==> src/rtl/mem_block_mover_if.sv <==
// Command/status and memory-port bundle for the block mover.
`timescale 1ns/1ps
interface mem_block_mover_if #(
    parameter int unsigned AW = 16,
    parameter int unsigned DW = 32
);
    // job request, latched by the mover when it accepts start
    logic          start;
    logic          mode;
    logic [AW-1:0] src_addr;
    logic [AW-1:0] dst_addr;
    logic [AW-1:0] length;
    logic [DW-1:0] fill_value;

    // job status
    logic          busy;
    logic          done;
    logic [AW-1:0] words_done;

    // single-port data memory (combinational read, write on posedge)
    logic [AW-1:0] mem_addr;
    logic          mem_write;
    logic [DW-1:0] mem_wdata;
    logic [DW-1:0] mem_rdata;

    // mover side
    modport master (
        input  start, mode, src_addr, dst_addr, length, fill_value, mem_rdata,
        output busy, done, words_done, mem_addr, mem_write, mem_wdata
    );

    // requester / memory side
    modport slave (
        output start, mode, src_addr, dst_addr, length, fill_value, mem_rdata,
        input  busy, done, words_done, mem_addr, mem_write, mem_wdata
    );
endinterface

==> src/rtl/mem_block_mover.sv <==
// mem_block_mover: bus initiator that copies a block of memory words (COPY) or
// fills a block with a constant (FILL). Every output comes straight from a
// register, so mem_write never depends combinationally on start.
`timescale 1ns/1ps
module mem_block_mover #(
    parameter int unsigned AW = 16,
    parameter int unsigned DW = 32
) (
    input  logic              clk,
    input  logic              reset,
    mem_block_mover_if.master bus
);

    typedef enum logic [2:0] {
        S_IDLE = 3'd0,
        S_RD   = 3'd1,
        S_WR   = 3'd2,
        S_FL   = 3'd3,
        S_DONE = 3'd4
    } state_t;

    state_t        state_q;

    // job bookkeeping
    logic [AW-1:0] src_ptr_q;
    logic [AW-1:0] dst_ptr_q;
    logic [AW-1:0] remain_q;
    logic [AW-1:0] words_done_q;

    // registered outputs; mem_wdata_q doubles as the COPY data register
    logic          busy_q;
    logic          done_q;
    logic          mem_write_q;
    logic [AW-1:0] mem_addr_q;
    logic [DW-1:0] mem_wdata_q;

    // post-beat values; pointers wrap modulo 2^AW
    logic [AW-1:0] src_ptr_d;
    logic [AW-1:0] dst_ptr_d;
    logic [AW-1:0] remain_d;
    logic [AW-1:0] words_done_d;
    logic          last_word_c;

    // Next pointer/count values shared by the WR and FL beats.
    always_comb begin
        src_ptr_d    = src_ptr_q + AW'(1);
        dst_ptr_d    = dst_ptr_q + AW'(1);
        remain_d     = remain_q - AW'(1);
        words_done_d = words_done_q + AW'(1);
        last_word_c  = (remain_q == AW'(1));
    end

    // Job sequencer: state plus the outputs belonging to the state being entered.
    always_ff @(posedge clk) begin
        if (reset) begin
            state_q      <= S_IDLE;
            src_ptr_q    <= '0;
            dst_ptr_q    <= '0;
            remain_q     <= '0;
            words_done_q <= '0;
            busy_q       <= 1'b0;
            done_q       <= 1'b0;
            mem_write_q  <= 1'b0;
            mem_addr_q   <= '0;
            mem_wdata_q  <= '0;
        end else begin
            case (state_q)
                S_IDLE: begin
                    // no queuing: a request is only seen here
                    if (bus.start) begin
                        src_ptr_q    <= bus.src_addr;
                        dst_ptr_q    <= bus.dst_addr;
                        remain_q     <= bus.length;
                        words_done_q <= '0;
                        busy_q       <= 1'b1;
                        if (bus.length == '0) begin
                            state_q     <= S_DONE;
                            done_q      <= 1'b1;
                            mem_write_q <= 1'b0;
                        end else if (!bus.mode) begin
                            state_q     <= S_RD;
                            mem_addr_q  <= bus.src_addr;
                            mem_write_q <= 1'b0;
                        end else begin
                            state_q     <= S_FL;
                            mem_addr_q  <= bus.dst_addr;
                            mem_wdata_q <= bus.fill_value;
                            mem_write_q <= 1'b1;
                        end
                    end
                end

                S_RD: begin
                    // capture the source word and present it at the destination
                    state_q     <= S_WR;
                    mem_addr_q  <= dst_ptr_q;
                    mem_wdata_q <= bus.mem_rdata;
                    mem_write_q <= 1'b1;
                end

                S_WR: begin
                    src_ptr_q    <= src_ptr_d;
                    dst_ptr_q    <= dst_ptr_d;
                    remain_q     <= remain_d;
                    words_done_q <= words_done_d;
                    mem_write_q  <= 1'b0;
                    if (last_word_c) begin
                        state_q <= S_DONE;
                        done_q  <= 1'b1;
                    end else begin
                        state_q    <= S_RD;
                        mem_addr_q <= src_ptr_d;
                    end
                end

                S_FL: begin
                    // fill value stays parked in mem_wdata_q for the whole run
                    dst_ptr_q    <= dst_ptr_d;
                    remain_q     <= remain_d;
                    words_done_q <= words_done_d;
                    if (last_word_c) begin
                        state_q     <= S_DONE;
                        done_q      <= 1'b1;
                        mem_write_q <= 1'b0;
                    end else begin
                        state_q     <= S_FL;
                        mem_addr_q  <= dst_ptr_d;
                        mem_write_q <= 1'b1;
                    end
                end

                S_DONE: begin
                    state_q     <= S_IDLE;
                    busy_q      <= 1'b0;
                    done_q      <= 1'b0;
                    mem_write_q <= 1'b0;
                end

                default: begin
                    state_q     <= S_IDLE;
                    busy_q      <= 1'b0;
                    done_q      <= 1'b0;
                    mem_write_q <= 1'b0;
                end
            endcase
        end
    end

    // Output drive.
    assign bus.busy       = busy_q;
    assign bus.done       = done_q;
    assign bus.words_done = words_done_q;
    assign bus.mem_addr   = mem_addr_q;
    assign bus.mem_write  = mem_write_q;
    assign bus.mem_wdata  = mem_wdata_q;

endmodule

==> src/flat_wrapper.sv <==
// flat-port wrapper written by rule: the top's interface ports become plain ports
module mem_block_mover_flat 
#(
    parameter int unsigned AW = 16,
    parameter int unsigned DW = 32
)
  (clk, reset, bus_start, bus_mode, bus_src_addr, bus_dst_addr, bus_length, bus_fill_value, bus_mem_rdata, bus_busy, bus_done, bus_words_done, bus_mem_addr, bus_mem_write, bus_mem_wdata);
  mem_block_mover_if #(.AW(AW), .DW(DW)) bus_i ();
  input  logic clk;
  input  logic reset;
  input wire logic [$bits(bus_i.start)-1:0] bus_start;
  input wire logic [$bits(bus_i.mode)-1:0] bus_mode;
  input wire logic [$bits(bus_i.src_addr)-1:0] bus_src_addr;
  input wire logic [$bits(bus_i.dst_addr)-1:0] bus_dst_addr;
  input wire logic [$bits(bus_i.length)-1:0] bus_length;
  input wire logic [$bits(bus_i.fill_value)-1:0] bus_fill_value;
  input wire logic [$bits(bus_i.mem_rdata)-1:0] bus_mem_rdata;
  output wire logic [$bits(bus_i.busy)-1:0] bus_busy;
  output wire logic [$bits(bus_i.done)-1:0] bus_done;
  output wire logic [$bits(bus_i.words_done)-1:0] bus_words_done;
  output wire logic [$bits(bus_i.mem_addr)-1:0] bus_mem_addr;
  output wire logic [$bits(bus_i.mem_write)-1:0] bus_mem_write;
  output wire logic [$bits(bus_i.mem_wdata)-1:0] bus_mem_wdata;
  assign bus_i.start = bus_start;
  assign bus_i.mode = bus_mode;
  assign bus_i.src_addr = bus_src_addr;
  assign bus_i.dst_addr = bus_dst_addr;
  assign bus_i.length = bus_length;
  assign bus_i.fill_value = bus_fill_value;
  assign bus_i.mem_rdata = bus_mem_rdata;
  assign bus_busy = bus_i.busy;
  assign bus_done = bus_i.done;
  assign bus_words_done = bus_i.words_done;
  assign bus_mem_addr = bus_i.mem_addr;
  assign bus_mem_write = bus_i.mem_write;
  assign bus_mem_wdata = bus_i.mem_wdata;
  mem_block_mover #(.AW(AW), .DW(DW)) u_core (.clk(clk), .reset(reset), .bus(bus_i));
endmodule
==> config.mk <==
export PLATFORM = sky130hd
export DESIGN_NAME = mem_block_mover_flat
export DESIGN_NICKNAME = d
export VERILOG_FILES = /design/src/rtl/mem_block_mover_if.sv /design/src/rtl/mem_block_mover.sv /design/src/flat_wrapper.sv
export SDC_FILE = /design/constraint.sdc
export NUM_CORES = 1
export LEC_CHECK = 0
export CAP_MARGIN = 15
export CORE_MARGIN = 2
export CORE_UTILIZATION = 49
export DETAILED_ROUTE_END_ITERATION = 16
export PLACE_DENSITY = 0.93
export SYNTH_ARGS = -nofsm -noshare
export SYNTH_HDL_FRONTEND = slang
export SYNTH_SLANG_ARGS = --single-unit
==> constraint.sdc <==
create_clock -name clk -period 2.75 [get_ports clk]
set_input_delay 0.825 -clock clk [delete_from_list [all_inputs] [get_ports clk]]
set_output_delay 0.825 -clock clk [all_outputs]
set_load 0.02 [all_outputs]
Yosys cells after proc, flatten, opt, wreduce, memory -nomap -nowiden
Cells that the tools add are included.
- multiplexer cells: 35
- equal/unequal tests: 11
- reduce and logical (&&, ||, !) cells: 14
- bitwise gates (word level): 2
- $add $sub $neg: 4
- operator list (cell ; count):
    two-way mux 16 bit ; 9
    case mux 16 bit (2 select lines) ; 4
    two-way mux 32 bit ; 3
    case mux 16 bit (4 select lines) ; 1
    case mux 32 bit (2 select lines) ; 1
    adder 16 x 1 -> 16 bit, second input constant ; 3
    == test 16 x 1 -> 1 bit, second input constant ; 1
    logical NOT 16 bit ; 1
    subtractor 16 x 1 -> 16 bit, second input constant ; 1
    two-way mux 3 bit ; 4
    case mux 3 bit (4 select lines) ; 1
    inequality test 2 bit, second input constant ; 5
    two-way mux 1 bit ; 8
    AND reduction 4 bit ; 2
    == test 3 x 2 -> 1 bit, second input constant ; 2
    case mux 1 bit (3 select lines) ; 2
    AND reduction 2 bit ; 3
    nonzero test 2 bit ; 3
    AND reduction 5 bit ; 1
    inequality test 2 x 1 -> 1 bit, second input constant ; 2
    nonzero test 4 bit ; 1
    == test 3 x 1 -> 1 bit, second input constant ; 1
    logical NOT 3 bit ; 1
    OR reduction 3 bit ; 1
    4 further kinds ; 5
- output and inout port bits: 67
- input port bits: 116
- register bits: 118

Depth between registers and ports, before layout
Gate-level depths: netlist of the first run.
- depth in word-level cells: 4
- depth in mapped cells: 9
- mapped depth without buffers: 7

Worst setup path after synthesis of the first run
Ideal clock, no wire load.
- path type: input to register
- from: input port bus_length[0]
- to: register u_core.mem_wdata_q[10] (netlist: u_core.bus.mem_wdata[10])
- slack: 461 ps
- data required time: 2664 ps
- arrival: 2203 ps
- library setup time: 86 ps
- buffers on the path: 1
- stages: 7
- path through: nor4_1 -> nand4_1 -> a31oi_1 -> nor3_1 -> clkbuf_1 -> nor2_1 -> a211oi_1
- longest elaborated chain between the ends: 3
- RTL lines (element ; line ; source):
    start: declaration ; flat_wrapper.sv:15 ; input wire logic [$bits(bus_i.length)-1:0] bus_length;
    logical NOT 16 bit ; mem_block_mover.sv:76 ; if (bus.length == '0) begin
    inequality test 2 bit (no line) ; - ;
    AND reduction 4 bit (no line) ; - ;
    end signal: assignment ; mem_block_mover.sv:87 ; mem_wdata_q <= bus.fill_value;
    end signal: assignment ; mem_block_mover.sv:97 ; mem_wdata_q <= bus.mem_rdata;
    end: declaration ; mem_block_mover.sv:35 ; logic [DW-1:0] mem_wdata_q;
No other way between the ends.
A chain may end at the register's enable or synchronous reset.

Final worst setup path of the first run
- from: input port bus_length[1]
- to: register u_core.mem_wdata_q[23] (netlist: u_core.bus.mem_wdata[23])
The elaborated chain is that of the path after synthesis.

==> results summary, run 1 <==
The first global-routing pass estimated 33.4 mm of wire. The number of antenna violations at the first check in global routing is 0. The placed cell area is 0.00864 sq mm. The post-CTS setup buffer count came out at 0. The max-slew violation count is 0.

The floorplan die area is approximately 0.014 sq mm. In this run the critical register-to-register path is launched from u_core.remain_q[7]. The half-perimeter wire length of the detailed placement result is 14.3 mm.

The startpoint of the most critical hold path is u_core.bus.mem_addr[5]. Cells with a size suffix above 1 make up 9.57% of the layout. Setup slack on the worst reg-to-reg path comes out at 0.22 ns. The number of max-cap violations is 0. The final hold slack came out at 0.462 ns. The violation count after the first detailed-route iteration came out at 999. The count of state elements after synthesis is 118. The maximum achievable frequency is 394 MHz. The remaining antenna violation count after routing is 0. The number of CTS-inserted buffers came out at 17.

The endpoint identified for the worst register-to-register timing path is u_core.bus.mem_addr[13]. The netlist area before placement is 0.00648 sq mm. For this run, the detailed router's first-pass iteration total came to 6. The number of hold-slack violations in the final timing report was 0. At the end of routability-driven placement, the weighted congestion stood at 0.915. The number of inserted filler cells in the final layout is 951. The wire length per cell is roughly 18 um. The global-route congestion overflow total came out at 0.

Among all stages on the critical path, the largest delay is contributed by sky130_fd_sc_hd__clkdlybuf4s50_1. In this run, synthesis inferred 0 flip-flops with an integrated enable. Setup violations remaining at the end of the flow were counted as 0.

The post-route standard cell area excluding fillers came out at 0.00923 sq mm. The path class of the tightest hold or removal check is reg -> reg. The worst setup path is of the in -> reg kind.

Entering global routing, the biggest net connects 88 pins. The flow ran to the end, and the final reports show no timing, DRC or antenna violations. The minimum clock period after layout came out at 2.54 ns. The floorplan row count is between 40 and 50. The sequential fraction of the synthesis area came out at ~36%. The area of the core came out at about 0.013 sq mm. The synthesized netlist contains 62 unique library cells. The die is approximately 120 um tall. In this run, post-CTS repair resized a total of 0 instances. The top-level I/O count is 183. CTS saw 118 sinks. The final-stage net count is 1102.

The clock skew came out at roughly 0.0053 ns. For this block, the routed nets add up to between 20 and 25 mm of wire. The horizontal die dimension is 119 um.

The number of buffers added to fix hold violations after cts is 0. In the synthesized netlist the async set-or-reset flop fraction comes to 0%. The total routing resource utilization after global routing came out at 29.1%. The relative slew slack came out at 40.4%. The signal on the critical path passes through clkdlybuf4s50_1 > nor4_1 > nand4_1 > buf_4 > a31oi_1 > nor3_2 > buf_12 > a211oi_1. Averaged over all synthesized cells, the footprint is a little over 8 sq um. The count of yosys warnings during synthesis came out at 0. The worst register-to-register path has a depth of 7. The number of global-route vias before repair is 6746. The power per cell area came out at between 600 and 700 mW/mm^2. The buffers plus inverters on the worst setup path came out at 3. After detailed routing, the number of remaining DRC violations is 0. Synthesis produced a netlist whose cell count is about 800. The total number of vias came out at roughly 7.3k. The area growth from synthesis to layout is 42.4%.

The worst vdd rail ir drop is 499 uV. For this run, the leading register cell type out of synthesis is sky130_fd_sc_hd__dfxtp_1. The depth of the worst hold-timing path came out at 2. For this run, the slowest stage of the critical path takes 0.43 ns. The period utilization is 92.3%. The slew at the pin with the worst max-slew slack is 0.891 ns. The worst hold path endpoint is u_core.bus.mem_addr[5].

The effective utilization at floorplan came out at a little under 50%. The static leakage power is 3.29 nW. Setup repair after global routing left no endpoint under its margin. The kind of start point of the critical path is a primary input. Counting along the longest clock path gives a buffer depth of 2. The H-tree depth is 4. The TritonCTS clock tree is yes. The endpoint kind of the worst setup timing path is a flip-flop. The post-synth net total came out at between 900 and 1k. Data on the critical path arrives at its endpoint at 2.85 ns.

The count of input and output buffers came out at 182. The number of antenna diodes in the final layout is 0. In the routed layout, each cell is associated on average with a via count of 6.23. STA puts the critical path data required time at slightly above 3 ns. The later pin in the worst-skew pair is clocked with a latency of 0.42 ns. In this run the clock root is driven by a sky130_fd_sc_hd__clkbuf_16.

The clock transition at the registers of the reported paths came out at 0.05 ns. Along the worst path, the maximum fanout reaches 64. On the critical path the largest part of the delay comes from buffers and inverters.
[how the worst max path moves through the flow]
| stage | cells past startpoint | to | startpoint |
|---|---|---|---|
| after CTS | 7 | u_core.bus.mem_addr[13] | u_core.remain_q[7] |
| after global routing | 9 | u_core.bus.mem_addr[13] | bus_length[10] |
| final | 8 | u_core.bus.mem_wdata[23] | bus_length[1] |
| after detailed placement | 8 | u_core.bus.mem_wdata[29] | bus_length[1] |
| after floorplan | 7 | u_core.bus.mem_wdata[10] | bus_length[0] |
| after global placement | 8 | u_core.bus.mem_addr[15] | bus_length[13] |
[worst register-to-register path: stages (launching register included)]
cell	delay, ns
sky130_fd_sc_hd__dfxtp_1	0.38
sky130_fd_sc_hd__or4_4	0.60
sky130_fd_sc_hd__or4_1	0.60
sky130_fd_sc_hd__nor2_8	0.20
sky130_fd_sc_hd__or3_2	0.32
sky130_fd_sc_hd__buf_12	0.18
sky130_fd_sc_hd__nand2_2	0.06
sky130_fd_sc_hd__a21oi_2	0.14
[routing by layer]
metal	vias up	part of all wire, %	routed length (um)	GRT usage (%)
li1	3364	-	-	-
met1	3356	38	8000	34.9
met2	481	48	10000	48.7
met3	83	9.8	2040	8.33
met4	0	3.5	722	12.6
met5	-	0	0	0
[logic make-up after synthesis]
logic type	synth area share, %
and+or+nand+nor	22.4
xor gates and xnor gates	2.97
DFF	36.4
adders and majority gates	0.965
AOI/OAI and AO/OA	24.9
muxes	7.49
buffers and inverters	4.79
[sequential cells by signal, indices dropped and copies added, names as in the netlist]
name	cells
u_core.bus.done	1
u_core.bus.mem_wdata	32
u_core.bus.mem_addr	16
u_core.bus.words_done	16
u_core.bus.mem_write	1
u_core.dst_ptr_q	16
u_core.bus.busy	1
u_core.remain_q	16
u_core.state_q	3
u_core.src_ptr_q	16
[stage by stage]
| step | total power, mW | setup slack (ns) | std cells | TNS [ns] | util (%) |
|---|---|---|---|---|---|
| final | 5.72 | 0.212 | 1169 | 0 | 70.5 |
| after global routing | 5.94 | 0.0861 | 1169 | 0 | 70.5 |
| after CTS | 5.71 | 0.239 | 1169 | 0 | 70.5 |
| after detailed placement | 3.43 | -0.165 | 1138 | -4.92 | 66.0 |
| after global placement | 3.40 | -0.126 | 1138 | -2.95 | 66.0 |
| after floorplan | 2.83 | 0.461 | 804 | 0 | - |
[synth_stat cells (7+ instances only)]
library cell | number | area share, %
sky130_fd_sc_hd__a31oi_1 | 10 | 0.97
sky130_fd_sc_hd__nor2_1 | 126 | 7.3
sky130_fd_sc_hd__a221oi_1 | 9 | 1.2
sky130_fd_sc_hd__and3_1 | 8 | 0.77
sky130_fd_sc_hd__nand2_1 | 52 | 3.0
sky130_fd_sc_hd__a21oi_2 | 7 | 0.95
sky130_fd_sc_hd__nor2b_1 | 7 | 0.68
sky130_fd_sc_hd__mux2i_1 | 44 | 6.8
sky130_fd_sc_hd__dfxtp_1 | 118 | 36
sky130_fd_sc_hd__xor2_1 | 7 | 0.95
sky130_fd_sc_hd__a21oi_1 | 47 | 3.6
sky130_fd_sc_hd__a22oi_1 | 13 | 1.5
sky130_fd_sc_hd__nand4_1 | 12 | 1.2
sky130_fd_sc_hd__nor3_1 | 20 | 1.5
sky130_fd_sc_hd__xnor2_1 | 15 | 2.0
sky130_fd_sc_hd__nor4_1 | 20 | 1.9
sky130_fd_sc_hd__nand3_1 | 23 | 1.8
sky130_fd_sc_hd__o21ai_0 | 37 | 2.9
sky130_fd_sc_hd__inv_1 | 9 | 0.52
sky130_fd_sc_hd__o211ai_1 | 10 | 1.2
sky130_fd_sc_hd__clkbuf_1 | 55 | 3.2
sky130_fd_sc_hd__nand2_2 | 7 | 0.68
sky130_fd_sc_hd__a222oi_1 | 16 | 2.5
sky130_fd_sc_hd__a211oi_1 | 38 | 4.4
sky130_fd_sc_hd__or3_1 | 7 | 0.68
sky130_fd_sc_hd__a311oi_1 | 10 | 1.4
[layout make-up]
type                            count  area [sq um]  area share, %
Clock buffer                       21           440           4.77
Clock inverter                     10           155           1.68
Inverter                           10          37.5          0.407
Multi-Input combinational cell    612          3820           41.4
Sequential cell                   118          2360           25.6
Tap cell                          176           220           2.39
Timing Repair Buffer              222          2190           23.8
[cells in the final DEF (no fill, tap or decap), types with 6 or more instances in the layout]
cell / synthesis / final
sky130_fd_sc_hd__clkdlybuf4s50_1: 0 / 181
sky130_fd_sc_hd__nor2_1: 126 / 125
sky130_fd_sc_hd__dfxtp_1: 118 / 118
sky130_fd_sc_hd__nand2_1: 52 / 52
sky130_fd_sc_hd__a21oi_1: 47 / 47
sky130_fd_sc_hd__mux2i_1: 44 / 44
sky130_fd_sc_hd__a211oi_1: 38 / 38
sky130_fd_sc_hd__o21ai_0: 37 / 37
sky130_fd_sc_hd__buf_4: 0 / 35
sky130_fd_sc_hd__nand3_1: 23 / 23
sky130_fd_sc_hd__nor4_1: 20 / 20
sky130_fd_sc_hd__nor3_1: 20 / 19
sky130_fd_sc_hd__clkbuf_16: 0 / 17
sky130_fd_sc_hd__a222oi_1: 16 / 16
sky130_fd_sc_hd__xnor2_1: 15 / 15
sky130_fd_sc_hd__a22oi_1: 13 / 13
sky130_fd_sc_hd__nand4_1: 12 / 12
sky130_fd_sc_hd__o211ai_1: 10 / 10
sky130_fd_sc_hd__a311oi_1: 10 / 10
sky130_fd_sc_hd__a31oi_1: 10 / 10
sky130_fd_sc_hd__inv_1: 9 / 9
sky130_fd_sc_hd__a221oi_1: 9 / 9
sky130_fd_sc_hd__and3_1: 8 / 8
sky130_fd_sc_hd__nand2_2: 7 / 7
sky130_fd_sc_hd__a21oi_2: 7 / 7
sky130_fd_sc_hd__nor2b_1: 7 / 7
sky130_fd_sc_hd__xor2_1: 7 / 7
sky130_fd_sc_hd__or3_1: 7 / 7
sky130_fd_sc_hd__buf_12: 1 / 6
[where the power goes]
group	internal, mW	total, mW	switching, mW
clock network	1.50	2.28	0.779
registers	1.87	2.03	0.153
logic	0.663	1.41	0.751
total	4.04	5.72	1.68
Power figures use the tool's default switching activity.
==> inputs of run 2 (changes only) <==
--- a/config.mk
+++ b/config.mk
@@ -7,9 +7,10 @@
 export LEC_CHECK = 0
 export CAP_MARGIN = 15
 export CORE_MARGIN = 2
-export CORE_UTILIZATION = 49
+export CORE_UTILIZATION = 50
+export CTS_BUF_LIST = sky130_fd_sc_hd__clkbuf_8
 export DETAILED_ROUTE_END_ITERATION = 16
-export PLACE_DENSITY = 0.93
+export PLACE_DENSITY = 0.94
 export SYNTH_ARGS = -nofsm -noshare
 export SYNTH_HDL_FRONTEND = slang
 export SYNTH_SLANG_ARGS = --single-unit
==> results summary, run 2 (same netlist as run 1, synthesis figures left out) <==
The period utilization came out at 89.8% (-2.5 points). The final cell count without fillers came out at 1170 (+0.086%). Setup repair after global routing left no endpoint under its margin. TritonCTS built the clock tree. The flow ran to the end, and the final reports show no timing, DRC or antenna violations. The relative slew slack is 46.5% (+6.1 points). The cell at the root of the clock tree is sky130_fd_sc_hd__clkbuf_8. The placed instance count came to 1138 (unchanged). The half-perimeter wire length of the detailed placement result came to 14.8 mm (+3.3%). The slowest stage cell on the critical path is sky130_fd_sc_hd__or3_2.

The effective utilization at floorplan is 51.4% (+1.8 points). The summed negative setup slack over all endpoints is 0 ns (unchanged). The number of global-route vias before repair came out at 6552 (-2.9%). The worst setup path is launched from a primary input. The placed cell area is 0.00865 sq mm (+0.14%). The largest net degree at the start of global routing came out at 114 (+30%). The minimum clock period after layout was 2.47 ns (-0.0697 ns). The remaining antenna violation count after routing is 0 (unchanged). The wire length per cell came out at 17.7 um (-0.39%). The clock skew came out at 0.0107 ns (+0.00538 ns). STA classifies the critical path endpoint as a flip-flop. The clock insertion delay at the later pin of the skew report is 0.45 ns (+0.03 ns). The global-route congestion overflow total is 0 (unchanged).

The last weighted congestion value of the routability-driven placer is 0.946 (+3.4%). The floorplan row count is 41 (-2.4%). The horizontal die dimension is 118 um (-0.97%). The number of flip-flops in the largest register is 32 (unchanged).

The total routed wirelength is 20.7 mm (-0.30%). The power per cell area is 542 mW/mm^2 (-13%). The total number of vias came to 7170 (-1.6%).

The worst setup path category is in -> reg. Grouping stages by cell kind, the critical path spends the most delay in simple AND/OR/NAND/NOR gates. The fraction of layout cells with a size suffix above 1 came out at 10.2% (+0.65 points).

The floorplan die height is 118 um (-0.97%). The number of CTS-inserted buffers is 17 (unchanged). The number of max-cap violations is 0 (unchanged). Traced cell by cell, the critical path runs through clkdlybuf4s50_1 > nor4_1 > buf_4 > nand4_1 > a21boi_0 > or3_2 > buf_12 > and3_1 > a31o_1. The number of antenna diodes came out at 0 (unchanged).

The top-level I/O count is 183 (unchanged). The total routing resource utilization after global routing came out at 28.9% (-0.27 points). The number of antenna violations at the first check in global routing is 0 (unchanged). The buffers plus inverters on the worst setup path is 3 (unchanged). The number of hold-slack violations in the final timing report is 0 (unchanged).

The violation count after the first detailed-route iteration came out at 1163 (+16%). The total DRC errors in the routed layout is 0 (unchanged). The clock transition at the registers of the reported paths came out at 0.07 ns (+0.02 ns). The final-report setup violation count is 0 (unchanged).

The number of inserted filler cells in the final layout came out at 1005 (+5.7%). The area growth from synthesis to layout is 38.9%. The arrival time of data at the critical path endpoint came out at 2.81 ns (-0.04 ns). The library cell used most frequently in the layout, excluding fill and tap cells, is sky130_fd_sc_hd__clkdlybuf4s50_1.

The count of input and output buffers came out at 182 (unchanged). The maximum achievable frequency was 405 MHz (+2.8%). The top cell types in the final layout, fill and taps aside, are sky130_fd_sc_hd__clkdlybuf4s50_1 (181), sky130_fd_sc_hd__nor2_1 (125), sky130_fd_sc_hd__dfxtp_1 (118), sky130_fd_sc_hd__nand2_1 (52), sky130_fd_sc_hd__a21oi_1 (47).

The first-pass GRT wire length came out at 32.6 mm (-2.5%). The required time of the critical path came to 3.09 ns (+0.03 ns). The vias per cell is 6.13 (-1.6%).

The static leakage power is 3.22 nW (-2.3%). The post-CTS setup buffer count was 0 (unchanged). The floorplan die area was 0.0139 sq mm (-1.9%). The detailed-routing iteration count for the pre-antenna-repair pass came to 6 (unchanged).

The quantity of gates resized following cts is 0 (unchanged). The post-route standard cell area excluding fillers is 0.00900 sq mm (-2.5%). The maximum root-to-sink buffer count is 2 (unchanged).

The max-slew violation count is 0 (unchanged). The H-tree depth came out at 4 (unchanged). The slew at the pin with the worst max-slew slack came out at 0.801 ns (-0.0898 ns). In this run the worst hold path is classified as reg -> reg. The delay of the slowest cell on the worst path came out at 0.50 ns (+0.07 ns). The final-stage net count is 1106 (+0.36%). The area of the core is 0.0126 sq mm (-3.6%). The largest fanout on the critical path came to 19 (-70%). The number of clock sinks came out at 118 (unchanged). The number of buffers added to fix hold violations after cts came out at 0 (unchanged).

The worst vdd rail ir drop came out at 316 uV (-37%).
==> run 2: changes by cell type in the layout (fill, tap and decap cells not counted), sizes merged <==
cell,delta
buf,+4
inv,+2
clkinv,+5
clkbuf,-2
bufinv,-3
clkinvlp,-1
==> run 2: through the flow <==
stage                     util (%)  power (mW)  hold slack [ns]  setup WS, ns
after floorplan                  -        2.83            0.443         0.461
after global placement        68.5        3.41            0.450        -0.102
after detailed placement      68.5        3.45            0.452        -0.162
after CTS                     71.3        4.87            0.462         0.299
after global routing          71.3        5.07            0.475         0.119
final                         71.3        4.87            0.463         0.282
==> run 2: metal layers <==
layer | up-vias | GRT usage (%) | wire [um]
li1 | 3361 | - | -
met1 | 3304 | 35.5 | 8140
met2 | 441 | 48.0 | 10100
met3 | 64 | 6.40 | 1850
met4 | 0 | 13.8 | 675
met5 | - | 0 | 0
==> run 2: power by group <==
group	internal, mW	switching (mW)
registers	1.87	0.150
logic	0.669	0.747
clock network	0.737	0.698
==> run 2: worst reg2reg max path: stages, from the launching register on <==
cell and delay, ns:
sky130_fd_sc_hd__dfxtp_1 0.38, sky130_fd_sc_hd__or4_4 0.60, sky130_fd_sc_hd__or4_1 0.60, sky130_fd_sc_hd__nor2_8 0.20, sky130_fd_sc_hd__or3_2 0.15, sky130_fd_sc_hd__buf_12 0.16
sky130_fd_sc_hd__and3_1 0.18, sky130_fd_sc_hd__a31o_1 0.10
==> run 2: layout make-up <==
| cell class | instances | area, sq um | share of cell area (%) |
|---|---|---|---|
| Clock buffer | 19 | 262 | 2.91 |
| Clock inverter | 13 | 90.1 | 1.00 |
| Inverter | 10 | 37.5 | 0.417 |
| Multi-Input combinational cell | 612 | 3820 | 42.5 |
| Sequential cell | 118 | 2360 | 26.2 |
| Tap cell | 172 | 215 | 2.39 |
| Timing Repair Buffer | 226 | 2210 | 24.6 |
==> run 2: worst paths after layout <==
| kind | startpoint | end | cells after the start | slack (ns) |
|---|---|---|---|---|
| max reg2reg | u_core.remain_q[7] | u_core.bus.mem_addr[15] | 7 | 0.34 |
| min reg2reg | u_core.bus.mem_addr[6] | u_core.bus.mem_addr[6] | 2 | 0.46 |
| max | bus_length[3] | u_core.bus.mem_addr[15] | 9 | 0.28 |
| min | u_core.bus.mem_addr[6] | u_core.bus.mem_addr[6] | 2 | 0.46 |
==> inputs of run 3 (changes only) <==
--- a/config.mk
+++ b/config.mk
@@ -6,11 +6,10 @@
 export NUM_CORES = 1
 export LEC_CHECK = 0
 export CAP_MARGIN = 15
-export CORE_MARGIN = 2
-export CORE_UTILIZATION = 50
+export CORE_UTILIZATION = 30
 export CTS_BUF_LIST = sky130_fd_sc_hd__clkbuf_8
 export DETAILED_ROUTE_END_ITERATION = 16
-export PLACE_DENSITY = 0.94
+export PLACE_DENSITY = 0.65
 export SYNTH_ARGS = -nofsm -noshare
 export SYNTH_HDL_FRONTEND = slang
 export SYNTH_SLANG_ARGS = --single-unit
==> results summary, run 3 (same netlist as run 1, synthesis figures left out) <==
The floorplan row count came out at 53 (+29%). The buffers plus inverters on the worst setup path is 4 (+1). The total number of vias is 6780 (-5.4%). The largest net degree at the start of global routing came out at 114 (unchanged).

Leaving out fill and tap cells, the most frequent cells in the layout are sky130_fd_sc_hd__clkdlybuf4s50_1 (181), sky130_fd_sc_hd__nor2_1 (125), sky130_fd_sc_hd__dfxtp_1 (118), sky130_fd_sc_hd__nand2_1 (52), sky130_fd_sc_hd__buf_4 (49). The library cell used most frequently in the layout, excluding fill and tap cells, is sky130_fd_sc_hd__clkdlybuf4s50_1. The depth of the worst hold-timing path came out at 2 (unchanged). The dominant cell type by count on the critical path is sky130_fd_sc_hd__buf_4. The area growth from synthesis to layout is 42.8%. The flow ran to the end, and the final reports show no timing, DRC or antenna violations. The arrival time of data at the critical path endpoint is 2.93 ns (+0.12 ns). The sequential fraction of design power is 39.5% (-2.0 points).

The vias per cell came out at 5.29 (-14%). The minimum clock period after layout came out at 2.57 ns (+0.102 ns). The remaining antenna violation count after routing is 0 (unchanged). The combinational share of power is 28.1% (-1.0 points). The total routed wirelength came out at 21.6 mm (+4.1%). The cell at the root of the clock tree is sky130_fd_sc_hd__clkbuf_8. The final-stage net count is 1115 (+0.81%).

The top-level I/O count is 183 (unchanged). The floorplan die height came to 149 um (+26%). The violation count after the first detailed-route iteration came out at 456 (-61%).

The number of hold-slack violations in the final timing report is 0 (unchanged). The internal power consumption is 3.38 mW (+3.1%). Among cell families on the critical path, the largest total delay comes from buffers and inverters. The utilization of the core after routing came out at 43.9% (-27 points). The required time of the critical path came to 3.11 ns (+0.02 ns). Setup repair after global routing left no endpoint under its margin.

The half-perimeter wire length of the detailed placement result came out at 15.6 mm (+5.6%). The last weighted congestion value of the routability-driven placer is 0.882 (-6.7%). The total routing resource utilization after global routing came out at 19.8% (-9.0 points). The fraction of layout cells with a size suffix above 1 was 11.2% (+1.0 points).

The relative slew slack came out at 54.1% (+7.6 points). STA classifies the critical path startpoint as a primary input. The class of the most critical hold timing path is reg -> reg. The number of flip-flops in the largest register came out at 32 (unchanged). The floorplan die area came out at 0.0222 sq mm (+60%). The worst hold path endpoint is u_core.bus.mem_addr[3]. The net switching fraction of the power is 33.9% (+1.1 points). The largest fanout on the critical path is 40 (+21). The path depth of the worst reg2reg path came to 7 (unchanged).

The met1 usage came out at 26.5% (-9.0 points). The internal reg-to-reg setup slack is 0.39 ns (+0.05 ns). The number of clock sinks is 118 (unchanged). The number of global-route vias before repair was 6304 (-3.8%). The endpoint identified for the worst register-to-register timing path is u_core.bus.mem_addr[10]. The number of buffers added to fix hold violations after cts came out at 0 (unchanged). The part of the total power dissipated in the clock network is 32.4% (+2.9 points). The effective utilization at floorplan came out at 30.7% (-21 points). The static leakage power is 3.26 nW (+1.4%). The count of input and output buffers came out at 182 (unchanged). The total DRC errors in the routed layout is 0 (unchanged). The power per cell area came out at 553 mW/mm^2 (+2.0%).

The final-report setup violation count came out at 0 (unchanged). The placed cell area was 0.00884 sq mm (+2.3%). The worst vdd rail ir drop is 266 uV (-16%). The clock skew is 0.00998 ns (-0.000672 ns). The horizontal die dimension came out at 149 um (+26%). The wire length per cell was 16.8 um (-5.0%). In this run the most critical hold path is launched from u_core.bus.mem_addr[3].

The number of max-cap violations is 0 (unchanged). The clock transition at the registers of the reported paths came out at 0.08 ns (about the same). The H-tree depth is 4 (unchanged).

The number of antenna diodes came to 0 (unchanged). The slew at the pin with the worst max-slew slack is 0.687 ns (-0.114 ns). The cell depth of the worst setup path is 9 (unchanged). The post-route standard cell area excluding fillers is 0.00925 sq mm (+2.8%). The number of inserted filler cells in the final layout is 2139 (+110%). The slowest stage cell on the critical path is sky130_fd_sc_hd__clkdlybuf4s50_1.

The global-route congestion overflow total is 0 (unchanged). The start of the worst register-to-register path is u_core.src_ptr_q[0]. The period utilization came out at 93.5% (+3.7 points). TritonCTS built the clock tree.

The max-slew violation count came out at 0 (unchanged). The number of CTS-inserted buffers is 17 (unchanged). The number of antenna violations at the first check in global routing came out at 0 (unchanged).

The quantity of gates resized following cts is 0 (unchanged). The first-pass GRT wire length is 34.4 mm (+5.5%). The area of the core came to 0.0211 sq mm (+67%).

The post-CTS setup buffer count is 0 (unchanged). The net switching power came out at 1.73 mW (+8.5%). The detailed-routing iteration count for the pre-antenna-repair pass is 7 (+1). STA classifies the critical path endpoint as a flip-flop. The maximum achievable frequency was 389 MHz (-4.0%). The met2 track demand over resource in global routing was 31.6% (-16 points). The maximum root-to-sink buffer count came out at 2 (unchanged).

Traced cell by cell, the critical path runs through clkdlybuf4s50_1 > nor4_1 > buf_4 > nand4_1 > buf_4 > a31oi_1 > nor3_2 > buf_12 > a211oi_1. The clock insertion delay at the later pin of the skew report is 0.46 ns (about the same). The setup path with the least slack is of type in -> reg. The met3 global-route usage came out at 4.01% (-2.4 points). The delay of the slowest cell on the worst path is 0.42 ns (-0.08 ns). met2 is the most crowded layer.
run 3: metrics by stage:
stage	hold WS [ns]	setup slack, ns	cells	power, mW	TNS, ns
CTS	0.467	0.159	1282	5.16	0
global route	0.480	0.0566	1282	5.40	0
detailed placement	0.454	-0.317	1250	3.49	-12.43
finish	0.462	0.180	1282	5.11	0
floorplan	0.443	0.461	804	2.83	0
global placement	0.454	-0.251	1250	3.47	-10.50
run 3: layer usage:
metal / part of all wire [%] / vias to the layer above
li1: - / 3388
met5: 0 / -
met4: 2.1 / 0
met2: 48 / 236
met3: 6.1 / 29
met1: 44 / 3127
run 3: final cells by class:
class	instances	area [sq um]	area share [%]
clock buffer	17	234	2.53
clock inverter	15	175	1.89
inverter	10	37.5	0.406
multi-input combinational	612	3820	41.3
sequential	118	2360	25.5
tap	275	344	3.72
timing repair buffer	235	2280	24.6
run 3: worst max-delay path by stage:
stage                   startpoint                  endpoint  slack (ns)
CTS                 bus_length[10]  u_core.bus.mem_wdata[24]        0.16
global placement    bus_length[10]  u_core.bus.mem_wdata[24]       -0.25
detailed placement  bus_length[10]  u_core.bus.mem_wdata[24]       -0.32
global route        bus_length[10]  u_core.bus.mem_wdata[17]        0.06
floorplan            bus_length[0]  u_core.bus.mem_wdata[10]        0.46
finish              bus_length[10]  u_core.bus.mem_wdata[24]        0.18
run 3: power by group through the flow:
stage | clock network [mW] | registers (mW) | logic [mW]
after global placement | 0 | 2.05 | 1.42
after CTS | 1.70 | 2.01 | 1.44
final | 1.66 | 2.02 | 1.44
after global routing | 1.79 | 2.04 | 1.56
after floorplan | 0 | 2.12 | 0.706
after detailed placement | 0 | 2.05 | 1.44
run 3: worst register-to-register path, cell delays in order, from the launching register on:
cell,delay [ns]
sky130_fd_sc_hd__dfxtp_1,0.47
sky130_fd_sc_hd__ha_1,0.29
sky130_fd_sc_hd__nand4_1,0.25
sky130_fd_sc_hd__nor3_1,0.41
sky130_fd_sc_hd__xnor2_1,0.25
sky130_fd_sc_hd__a22oi_1,0.11
sky130_fd_sc_hd__a311oi_1,0.34
sky130_fd_sc_hd__o41ai_1,0.11
